$ cat src/rtl/wb_arbiter.sv
// Writeback arbiter for the integer register file: load-priority with execute aging,
// registered write port, optional busy scoreboard (compile with WB_SCOREBOARD_EN).
module wb_arbiter #(
    parameter int MAX_WAIT = 3
) (
    input  logic        clk,
    input  logic        rst,
    input  logic        ex_valid,
    input  logic [4:0]  ex_rd,
    input  logic [31:0] ex_data,
    output logic        ex_ready,
    input  logic        ld_valid,
    input  logic [4:0]  ld_rd,
    input  logic [31:0] ld_data,
    output logic        ld_ready,
    output logic [4:0]  rf_a2,
    output logic [31:0] rf_din,
    output logic        rf_reg_wr,
    input  logic        issue_valid,
    input  logic [4:0]  issue_rd,
    output logic [31:0] busy
);

    localparam logic [3:0] AGE_MAX = 4'(MAX_WAIT);

    logic [3:0]  age_reg;
    logic [3:0]  age_next;
    logic        ld_win;
    logic        ex_win;
    logic        accept;
    logic [4:0]  sel_rd;
    logic [31:0] sel_data;
    logic [4:0]  rf_a2_reg;
    logic [31:0] rf_din_reg;
    logic        rf_wr_reg;

    // Load wins unless execute has aged out; execute takes any cycle load does not.
    always_comb begin
        ld_win = ld_valid && ((age_reg < AGE_MAX) || !ex_valid);
        ex_win = ex_valid && !ld_win;
    end

    assign ld_ready = rst && ld_win;
    assign ex_ready = rst && ex_win;

    always_comb begin
        age_next = 4'd0;
        if (ex_valid && !ex_win) begin
            age_next = (age_reg == AGE_MAX) ? age_reg : age_reg + 4'd1;
        end
    end

    always_comb begin
        accept   = ld_win || ex_win;
        sel_rd   = ld_win ? ld_rd : ex_rd;
        sel_data = ld_win ? ld_data : ex_data;
    end

    always_ff @(posedge clk or negedge rst) begin
        if (!rst) begin
            age_reg    <= 4'd0;
            rf_a2_reg  <= 5'd0;
            rf_din_reg <= 32'd0;
            rf_wr_reg  <= 1'b0;
        end else begin
            age_reg <= age_next;
            if (accept) begin
                rf_a2_reg  <= sel_rd;
                rf_din_reg <= sel_data;
                rf_wr_reg  <= (sel_rd != 5'd0);
            end else begin
                rf_wr_reg  <= 1'b0;
            end
        end
    end

    assign rf_a2     = rf_a2_reg;
    assign rf_din    = rf_din_reg;
    assign rf_reg_wr = rf_wr_reg;

`ifdef WB_SCOREBOARD_EN
    logic [31:1] busy_reg;

    generate
        for (genvar gi = 1; gi < 32; gi++) begin : g_busy
            logic set_bit;
            logic clr_bit;
            assign set_bit = issue_valid && (issue_rd == 5'(gi));
            assign clr_bit = rf_wr_reg && (rf_a2_reg == 5'(gi));
            // Set beats clear so a re-issue on the retiring edge stays pending.
            always_ff @(posedge clk or negedge rst) begin
                if (!rst) begin
                    busy_reg[gi] <= 1'b0;
                end else if (set_bit) begin
                    busy_reg[gi] <= 1'b1;
                end else if (clr_bit) begin
                    busy_reg[gi] <= 1'b0;
                end
            end
        end
    endgenerate

    assign busy = {busy_reg, 1'b0};
`else
    logic unused_issue;
    assign unused_issue = ^{issue_valid, issue_rd};
    assign busy = 32'b0;
`endif

endmodule

$ cat config.mk
export PLATFORM = sky130hd
export DESIGN_NAME = wb_arbiter
export DESIGN_NICKNAME = d
export VERILOG_FILES = /design/src/rtl/wb_arbiter.sv
export SDC_FILE = /design/constraint.sdc
export NUM_CORES = 1
export LEC_CHECK = 0
export ABC_AREA = 0
export BUFFER_PORTS_ARGS = -buffer_cell sky130_fd_sc_hd__buf_2
export CAP_MARGIN = 20
export CORE_MARGIN = 2
export CORE_UTILIZATION = 37
export CTS_CLUSTER_SIZE = 8
export DETAILED_ROUTE_END_ITERATION = 6
export GPL_ROUTABILITY_DRIVEN = 0
export MAX_ROUTING_LAYER = met4
export PLACE_DENSITY = 0.88
export RECOVER_POWER = 50
export SLEW_MARGIN = 20
export SYNTH_ARGS = -nofsm -noshare
export SYNTH_HDL_FRONTEND = slang
export SYNTH_SLANG_ARGS = --single-unit
$ cat constraint.sdc
create_clock -name clk -period 1.5 [get_ports clk]
set_input_delay 0.15 -clock clk [delete_from_list [all_inputs] [get_ports clk]]
set_output_delay 0.15 -clock clk [all_outputs]
set_load 0.02 [all_outputs]
==> results of run 1 <==
==> metrics by stage <==
stage | instance area (sq um) | power (mW) | instances | utilization (%) | setup TNS, ps
after floorplan | 2351 | 1.830 | 222 | - | -2652
after global placement | 2811 | 2.053 | 376 | 50.44 | -2554
after detailed placement | 2811 | 2.079 | 376 | 50.44 | -3431
after CTS | 3007 | 2.999 | 389 | 53.94 | -2437
after global routing | 3040 | 3.128 | 390 | 54.55 | -4466
final | 3040 | 2.994 | 390 | 54.55 | -2420
==> power by group <==
part / switching, mW / internal (mW) / leakage [nW] / total [mW]
Clock: 0.397 / 0.497 / 0.0514 / 0.894
Sequential: 0.0558 / 1.24 / 0.507 / 1.30
Combinational: 0.459 / 0.343 / 1.01 / 0.802
Total: 0.912 / 2.08 / 1.57 / 2.99
==> final cells by class <==
class                           count  area, sq um  share of cell area, %
Timing Repair Buffer              133        814.5                  26.79
Multi-Input combinational cell    130        955.9                  31.44
Clock inverter                      2        37.54                  1.235
Sequential cell                    42         1051                  34.57
Inverter                            5        18.77                 0.6173
Tap cell                           72        90.09                  2.963
Clock buffer                        6        72.57                  2.387
==> kinds of logic after synthesis <==
logic type / share of synthesized area (%)
other: 0.1728
muxes: 2.595
buffers and inverters: 16.44
DFF: 48.44
and+or+nand+nor: 12.69
adders and majority gates: 0.5766
AOI/OAI and AO/OA: 19.09
==> routing by layer <==
| layer | wire length (microns) | up-vias | track usage (%) | part of all wire, % |
|---|---|---|---|---|
| met2 | 2800 | 100 | 29.33 | 49 |
| met5 | 0 | - | - | 0 |
| met3 | 455 | 11 | 3.483 | 8.0 |
| met4 | 120 | 0 | 7.966 | 2.1 |
| met1 | 2332 | 906 | 20.75 | 41 |
| li1 | - | 873 | - | - |
==> path summary, 6_finish.rpt <==
kind,to,slack [ps]
min in group asynchronous,age_reg[1],470
max in group asynchronous,rf_din[21],530
worst min-delay path,rf_din[30],80
worst max-delay path,ld_ready,-170
worst max register to register,rf_din[20],-90
worst min register to register,age_reg[0],480
==> worst reg2reg max path: stages (launching register included) <==
cell and delay, ps:
sky130_fd_sc_hd__dfrtp_1 410, sky130_fd_sc_hd__ha_4 190, sky130_fd_sc_hd__nor4b_4 300, sky130_fd_sc_hd__nor2b_4 100, sky130_fd_sc_hd__buf_12 160, sky130_fd_sc_hd__a221o_1 310
==> timing repair <==
action | 4_1_cts | 5_1_grt
gates resized for setup | 8 | 2
buffers inserted | 3 | 0
pin swaps | 3 | 2
setup endpoints to repair | 34 | 40
hold endpoints to repair | 42 | 0
hold buffers | 1 | 0
cloned | 1 | 1
==> cells in the mapped netlist, drive strengths merged (2+ instances only) <==
master	instances	area, sq um
o22ai	5	31.28
clkbuf	3	11.26
inv	5	18.77
a21oi	5	25.02
and3	2	12.51
dfrtp	42	1051
mux2	5	56.30
a221o	32	320.3
buf	42	326.6
nand2	2	7.510
and2	33	206.5
nor2	4	15.01
==> flow_summary.yaml, run 1 <==
floorplan:
  boundaryPins: 156
  core.rowCount: 27
  core_area_sq_mm: 0.005574
  chipWidth_microns: 80.58
  initial_cell_density_of_the_core_pct: 38.92
  floorplan.die.height_microns: 80.58
  dieArea_sq_mm: 0.006492
clock_tree:
  root_buffer: "sky130_fd_sc_hd__clkbuf_8"
  cts_sinks: 42
  tritoncts: "yes"
  clock_tree.buffer_depth: 2
  numCtsBuffers: 5
  clk_pin_slew_worst_paths_ps: 80
  ctsHtreeMaxLevel: 2
  clock_latency_late_sink_ps: 300
yosys:
  asyncSetResetFlopFracSynth_pct: 100.0
  postSynthCellCount: 189
  synth_seq_cells: 42
  average_cell_area_after_synthesis_sq_um: 11.48
  synth.lib_cells_used.distinct: 23
  synth-edff-count: 0
  synth.yosys.warnings: 0
  synth_ff_type: "sky130_fd_sc_hd__dfrtp_1"
  synth_area_sq_mm: 0.002170
  synth-seq-area-share_pct: 48.44
route:
  initialDrtViolationCount: 83
  detail_route.first_pass.iterations: 4
  totalWireLength_mm: 5.709
  routed_via_density: 4.846
  post_drt_wl_per_cell_microns: 14.64
  post_route_antenna_net_violation_count: 0
  detailroute.via_count: 1890
  detail_route.drc_violations: 0
global_routing:
  antenna_found_initial: 0
  grt_start_max_net_pins: 34
  first_pass_grt_wire_length_mm: 8.493
  all_layer_global_routing_usage_pct: 17.67
  grt_pass1_vias: 1866
  grt_remaining_overflow: 0
setup_path:
  path_depth: 5
  end_kind: "output pin"
  worstPathArrival_ps: 1520
  slowest_delay_ps: 410
  timing.critical_path.max_delay_family: "flip-flops"
  crit_path_cell_trace: "ha_4, o31ai_4, buf_6, and3_4, buf_6"
  critical_path.slowest_cell: "sky130_fd_sc_hd__dfrtp_1"
  setup.worst_path.start_class: "register"
  crit_required_ps: 1350
  worstRegToRegCells: 5
  worst_path_most_repeated_cell: "sky130_fd_sc_hd__buf_6"
  critical_path.n_buffers_inverters: 2
  r2r_start: "age_reg[1]"
  critPathLaunch: "age_reg[1]"
  critPathMaxFanout: 2
  critPathKind: "register to output pin"
timing:
  hold_slack_ps: 75.85
  final_setup_viols: 35
  setup_ws_ps: -172.9
  fin_skew_ps: 7.320
  max_clock_freq_mhz: 597.8
  rsz0062_at_grt: "true"
  slew_violations: 0
  period_minus_slack_ps: 1673
  maxSlewHeadroom_pct: 57.26
  final.period_utilization_pct: 111.5
  tightest_slew_ps: 639.6
  timing_hold_violations_final: 0
layout:
  antenna_cells: 0
  syn_to_final_growth_pct: 40.14
  drive_gt1_share_pct: 49.37
  layout_commonest_cell: "sky130_fd_sc_hd__buf_2"
  mostFrequentLayoutCells: "sky130_fd_sc_hd__buf_2 (115), sky130_fd_sc_hd__dfrtp_1 (42), sky130_fd_sc_hd__conb_1 (34)"
  largest_reg_flops: 32
  layout.nets: 402
  layout.filler_cells: 497
placed_design:
  detailed_placement_wirelength_estimate_mm: 4.207
  io_buffers: 117
  post-place-ws_ps: -134.1
outcome:
  violations: "setup timing"
  run_status: "finished with violations"
power:
  power.leakage_nw: 1.569
  power_per_cell_area_mw_per_mm2: 984.7
  ir_drop_mv: 0.5423
worst_hold_path:
  timing.hold.worst_path_depth: 2
  timing.hold.worst.start: "ex_data[30]"
  worst_hold_path_type: "input pin to register"
run:
  max-cap-violations: 0
No activity file was read; power rests on OpenSTA's default activity.
==> run 2: changes to the inputs <==
CORE_UTILIZATION = 41   (was 37)
PLACE_DENSITY = 0.92   (was 0.88)
REMOVE_ABC_BUFFERS = 1   (was default)
SETUP_SLACK_MARGIN = 0.15   (was default)
clock period = 1.6 ns   (was 1.5 ns; I/O delays follow)
==> flow_summary.yaml, run 2 (synthesis gave the netlist of run 1 again) <==
outcome:
  run_status: "finished with violations"
  violations: "setup timing"
layout:
  largest_reg_flops: 32
  syn_to_final_growth_pct: 34.26
  antenna_cells: 0
  layout_commonest_cell: "sky130_fd_sc_hd__buf_2"
  mostFrequentLayoutCells: "sky130_fd_sc_hd__buf_2 (79), sky130_fd_sc_hd__dfrtp_1 (42), sky130_fd_sc_hd__clkbuf_1 (40)"
  layout.nets: 402
  layout.cell_area.non_filler_sq_mm: 0.002913
  drive_gt1_share_pct: 35.02
floorplan:
  boundaryPins: 156
  core.rowCount: 26
  chipWidth_microns: 76.75
  floorplan.die.height_microns: 76.75
  initial_cell_density_of_the_core_pct: 42.48
  core_area_sq_mm: 0.005107
  dieArea_sq_mm: 0.005890
power:
  power_per_cell_area_mw_per_mm2: 879.5
  ir_drop_mv: 0.4386
  power.leakage_nw: 1.438
placed_design:
  io_buffers: 117
  detailed_place.area_sq_mm: 0.002724
  detailed_placement_wirelength_estimate_mm: 3.851
  post-place-ws_ps: -112.8
clock_tree:
  clock_tree.buffer_depth: 2
  root_buffer: "sky130_fd_sc_hd__clkbuf_8"
  tritoncts: "yes"
  ctsHtreeMaxLevel: 2
  clk_pin_slew_worst_paths_ps: 80
  clock_latency_late_sink_ps: 280
  cts_sinks: 42
  numCtsBuffers: 5
timing:
  final_setup_viols: 34
  final.period_utilization_pct: 105.6
  max_clock_freq_mhz: 591.6
  slew_violations: 0
  maxSlewHeadroom_pct: 30.26
  tightest_slew_ps: 1045
  finalSetupTns_ps: -1719
  fin_skew_ps: 9.685
  rsz0062_at_grt: "true"
  period_minus_slack_ps: 1690
  setup_ws_ps: -90.33
  timing_hold_violations_final: 0
setup_path:
  worstPathArrival_ps: 1530
  end_kind: "output pin"
  critical_path.slowest_cell: "sky130_fd_sc_hd__dfrtp_1"
  slowest_delay_ps: 410
  crit_required_ps: 1440
  critPathMaxFanout: 2
  critPathKind: "register to output pin"
  crit_path_cell_trace: "ha_4, o31ai_4, and2_4, buf_12, nor2_1, buf_2"
  setup.worst_path.start_class: "register"
route:
  detail_route.first_pass.iterations: 4
  totalWireLength_mm: 5.815
  initialDrtViolationCount: 101
  routed_via_density: 4.933
  detailroute.via_count: 1909
  post_drt_wl_per_cell_microns: 15.03
  post_route_antenna_net_violation_count: 0
  detail_route.drc_violations: 0
global_routing:
  first_pass_grt_wire_length_mm: 9.101
  antenna_found_initial: 0
  grt_start_max_net_pins: 41
  grt_remaining_overflow: 0
  grt_pass1_vias: 1889
  all_layer_global_routing_usage_pct: 19.96
run:
  max-cap-violations: 0
worst_hold_path:
  worst_hold_path_type: "input pin to register"
[run 2: area by class of cell]
| class | count | area [sq um] |
|---|---|---|
| Multi-Input combinational cell | 130 | 910.9 |
| Sequential cell | 42 | 1051 |
| Clock buffer | 7 | 76.32 |
| Inverter | 5 | 18.77 |
| Timing Repair Buffer | 133 | 768.2 |
| Fill cell | 477 | 2195 |
| Tap cell | 70 | 87.58 |
[run 2: path summary, 6_finish.rpt]
path / start / to / slack, ps / depth (start not counted)
max: age_reg[0] / ex_ready / -90 / 6
min: ld_data[0] / rf_din[0] / 100 / 2
max reg2reg: age_reg[0] / rf_din[27] / -80 / 6
min reg2reg: rf_din[30] / rf_din[30] / 590 / 2
max in group asynchronous: rst / rf_din[5] / 250 / 3
min in group asynchronous: rst / rf_din[28] / 260 / 2
[run 2: per-layer routing]
| layer | global-route usage (%) | wire length, microns | vias up | part of all wire [%] |
|---|---|---|---|---|
| met5 | - | 0 | - | 0 |
| met3 | 4.118 | 432 | 6 | 7.4 |
| met4 | 6.909 | 50 | 0 | 0.86 |
| met1 | 21.63 | 2267 | 922 | 39 |
| met2 | 36.14 | 3065 | 105 | 53 |
| li1 | - | - | 876 | - |
[run 2: worst max-delay path: cells and delay by family, from the launching register on]
kind,cells,cell delay (ps)
simple gates,2,230
buf+inv,2,240
flops,1,410
compound gates,1,190
fa+ha+maj,1,180
[run 2: where the power goes]
group / internal (mW) / switching (mW) / leakage [nW]
clock network: 0.301 / 0.329 / 0.0383
logic: 0.288 / 0.421 / 0.892
registers: 1.16 / 0.0577 / 0.507
total: 1.75 / 0.808 / 1.44
[run 2: stage by stage]
step / total power [mW] / util, % / hold slack (ps) / std cells
finish: 2.562 / 57.03 / 98.73 / 387
detailed placement: 1.919 / 53.33 / -29.49 / 371
global route: 2.715 / 57.03 / 85.95 / 387
CTS: 2.601 / 57.28 / 87.79 / 385
global placement: 1.898 / 53.33 / -34.76 / 371
floorplan: 1.606 / - / -135.6 / 177
[run 2: repair_timing]
action                     CTS  global route
hold endpoints to repair     2             0
setup endpoints to repair   38            40
cloned                       2             1
pin swaps                    2             2
hold buffers                 1             0
buffers inserted             4             1
resized for setup            7             1
==> run 3: changes to the inputs <==
ABC_AREA = 1   (was 0)
PLACE_DENSITY = 0.91   (was 0.92)
==> flow_summary.yaml, run 3 <==
outcome:
  run_status: "finished with violations"
  violations: "setup timing"
global_routing:
  grt_remaining_overflow: 0
  grt_pass1_vias: 2195
  antenna_found_initial: 0
  grt_start_max_net_pins: 44
  first_pass_grt_wire_length_mm: 10.41
  all_layer_global_routing_usage_pct: 22.11
floorplan:
  core.rowCount: 26
  chipWidth_microns: 78.01
  core_area_sq_mm: 0.005205
  boundaryPins: 156
  floorplan.die.height_microns: 78.01
  dieArea_sq_mm: 0.006086
  initial_cell_density_of_the_core_pct: 43.15
timing:
  slew_violations: 0
  period_minus_slack_ps: 1608
  fin_skew_ps: 8.331
  final.period_utilization_pct: 100.5
  finalSetupTns_ps: -12.36
  hold_slack_ps: 84.53
  max_clock_freq_mhz: 621.8
  maxSlewHeadroom_pct: 52.24
  rsz0062_at_grt: "true"
  setup_ws_ps: -8.278
  timing_hold_violations_final: 0
  tightest_slew_ps: 715.7
  final_setup_viols: 2
layout:
  antenna_cells: 0
  layout.nets: 484
  syn_to_final_growth_pct: 58.55
  fin_util_pct: 68.41
  drive_gt1_share_pct: 52.00
  largest_reg_flops: 32
  mostFrequentLayoutCells: "sky130_fd_sc_hd__buf_2 (107), sky130_fd_sc_hd__nand2_1 (44), sky130_fd_sc_hd__nand3_2 (44)"
  layout_commonest_cell: "sky130_fd_sc_hd__buf_2"
route:
  route.met3.wl_microns: 504
  detail_route.first_pass.iterations: 4
  detailed_routed_wire_length_on_met2_mm: 3.721
  initialDrtViolationCount: 111
  post_drt_wl_per_cell_microns: 14.87
  routed_via_density: 4.998
  post_route_antenna_net_violation_count: 0
  highest-signal-layer: "met4"
  detail_route.drc_violations: 0
  detailroute.via_count: 2349
  totalWireLength_mm: 6.989
  met1Wirelength_mm: 2.669
yosys:
  asyncSetResetFlopFracSynth_pct: 100.0
  synth_ff_type: "sky130_fd_sc_hd__dfrtp_1"
  synth.top_cells.by_area: "sky130_fd_sc_hd__dfrtp_1 (47%), sky130_fd_sc_hd__nand3_1 (22%), sky130_fd_sc_hd__buf_4 (11%)"
  synth_largest_type_area_fraction_pct: 46.80
  postSynthCellCount: 270
  synth_area_sq_mm: 0.002246
  synth-seq-area-share_pct: 46.80
  synth.yosys.warnings: 0
  synth-edff-count: 0
  yosysTopAreaCell: "sky130_fd_sc_hd__dfrtp_1"
  synth.top_cells.by_count: "sky130_fd_sc_hd__nand3_1 (99), sky130_fd_sc_hd__nand2_1 (46), sky130_fd_sc_hd__dfrtp_1 (42)"
  synth.lib_cells_used.distinct: 19
  post-synth-top-count-cell: "sky130_fd_sc_hd__nand3_1"
  average_cell_area_after_synthesis_sq_um: 8.318
  synth_seq_cells: 42
setup_path:
  worstPathArrival_ps: 1450
  critPathMaxFanout: 6
  end_kind: "output pin"
  slowest_delay_ps: 390
  crit_path_cell_trace: "ha_2, inv_2, nand2_2, nand2_4, nand2_8, nand2_2, nor2_1, buf_4"
  worst_path_most_repeated_cell: "sky130_fd_sc_hd__nand2_2"
  critical_path.slowest_cell: "sky130_fd_sc_hd__dfrtp_1"
  crit_required_ps: 1440
  setup.worst_path.start_class: "register"
  timing.critical_path.max_delay_family: "flip-flops"
  critPathKind: "register to output pin"
  critical_path.n_buffers_inverters: 2
clock_tree:
  ctsHtreeMaxLevel: 2
  clk_pin_slew_worst_paths_ps: 90
  tritoncts: "yes"
  root_buffer: "sky130_fd_sc_hd__clkbuf_8"
  clock_latency_late_sink_ps: 300
  clock_tree.buffer_depth: 2
  numCtsBuffers: 5
  cts_sinks: 42
run:
  max-cap-violations: 0
power:
  pwr-share-comb_pct: 30.9
  share_seq_of_total_power_pct: 41.1
  power_per_cell_area_mw_per_mm2: 840.7
  power.leakage_nw: 1.880
  ir_drop_mv: 0.3737
  swShare_pct: 33.82
  switching_power_mw: 1.012
  pwr-share-clk_pct: 28.0
  cell_internal_pwr_mw: 1.981
placed_design:
  detailed_placement_wirelength_estimate_mm: 4.096
  io_buffers: 117
worst_hold_path:
  worst_hold_path_type: "input pin to register"
## run 3: cell count changes after synthesis, moves of 5 or more
cell | previous run | this run
sky130_fd_sc_hd__nand2_1 | 2 | 46
sky130_fd_sc_hd__clkbuf_1 | 3 | 8
sky130_fd_sc_hd__o21ai_0 | 0 | 7
sky130_fd_sc_hd__o22ai_1 | 5 | 0
sky130_fd_sc_hd__mux2_2 | 5 | 0
sky130_fd_sc_hd__nand3_1 | 0 | 99
sky130_fd_sc_hd__a21oi_1 | 5 | 0
sky130_fd_sc_hd__and2_1 | 33 | 0
sky130_fd_sc_hd__inv_1 | 5 | 11
sky130_fd_sc_hd__a221o_1 | 32 | 0
## run 3: kinds of logic after synthesis
family / count (synthesis) / synth area share [%]
buffers and inverters: 61 / 17.16
adder cells (fa/ha/maj): 1 / 0.5570
other: 1 / 0.1670
flip-flops: 42 / 46.80
AND/OR/NAND/NOR: 158 / 33.76
AO/OA/AOI/OAI: 7 / 1.560
## run 3: worst register-to-register path, cell delays in order (launching register included)
cell and delay [ps]:
sky130_fd_sc_hd__dfrtp_1 390, sky130_fd_sc_hd__ha_2 180, sky130_fd_sc_hd__inv_2 50, sky130_fd_sc_hd__nand2_2 70, sky130_fd_sc_hd__nand2_4 130, sky130_fd_sc_hd__buf_12 120
sky130_fd_sc_hd__nand2_8 60, sky130_fd_sc_hd__buf_12 160, sky130_fd_sc_hd__clkbuf_16 170, sky130_fd_sc_hd__nand3_2 80, sky130_fd_sc_hd__nand3_2 50
## run 3: metrics by stage
step           instance area, sq um  power [mW]  setup WS (ps)  instances
2_1_floorplan                  2026       1.637         -133.3        253
3_5_place_dp                   2771       1.958          45.73        448
3_3_place_gp                   2771       1.938          135.8        448
4_1_cts                        3057       2.858          11.11        466
5_1_grt                        3561       3.144         -84.60        470
6_report                       3561       2.994         -8.278        470
## run 3: area by class of cell
| type | count | area [sq um] |
|---|---|---|
| fillers | 397 | 1644 |
| multi-input cells | 201 | 1389 |
| flip-flops and latches | 42 | 1051 |
| repair buffers | 138 | 883.3 |
| well taps | 70 | 87.58 |
| clock buffers | 5 | 68.82 |
| inverters | 11 | 41.29 |
| clock inverters | 3 | 40.04 |
## run 3: timing repair
| item | in CTS | in global routing |
|---|---|---|
| pin swaps | 2 | 9 |
| hold buffers | 1 | 0 |
| hold endpoints to repair | 42 | 0 |
| buffers inserted | 6 | 3 |
| gates cloned | 3 | 1 |
| gates resized for setup | 12 | 84 |
| setup endpoints to repair | 29 | 40 |
## run 3: worst paths after layout
path	startpoint	to	slack (ps)	depth (start not counted)
worst max-delay path	age_reg[0]	ex_ready	-8	8
worst min-delay path	ex_data[20]	rf_din[20]	80	3
worst max register to register	age_reg[0]	rf_din[15]	20	10
worst min register to register	rf_din[11]	rf_din[11]	500	2
max in group asynchronous	rst	rf_din[8]	740	3
min in group asynchronous	rst	rf_din[29]	470	3
## run 3: power by group through the flow
| stage | Clock (mW) | Sequential (mW) | Combinational [mW] |
|---|---|---|---|
| detailed placement | 0 | 1.25 | 0.711 |
| finish | 0.839 | 1.23 | 0.924 |
| global placement | 0 | 1.25 | 0.693 |
| floorplan | 0 | 1.38 | 0.252 |
| global route | 0.902 | 1.25 | 0.995 |
| CTS | 0.854 | 1.23 | 0.776 |
## run 3: routing by layer
| metal | global-route usage (%) | up-vias |
|---|---|---|
| li1 | - | 1097 |
| met5 | - | - |
| met4 | 6.140 | 0 |
| met2 | 37.59 | 115 |
| met3 | 4.713 | 10 |
| met1 | 26.79 | 1127 |
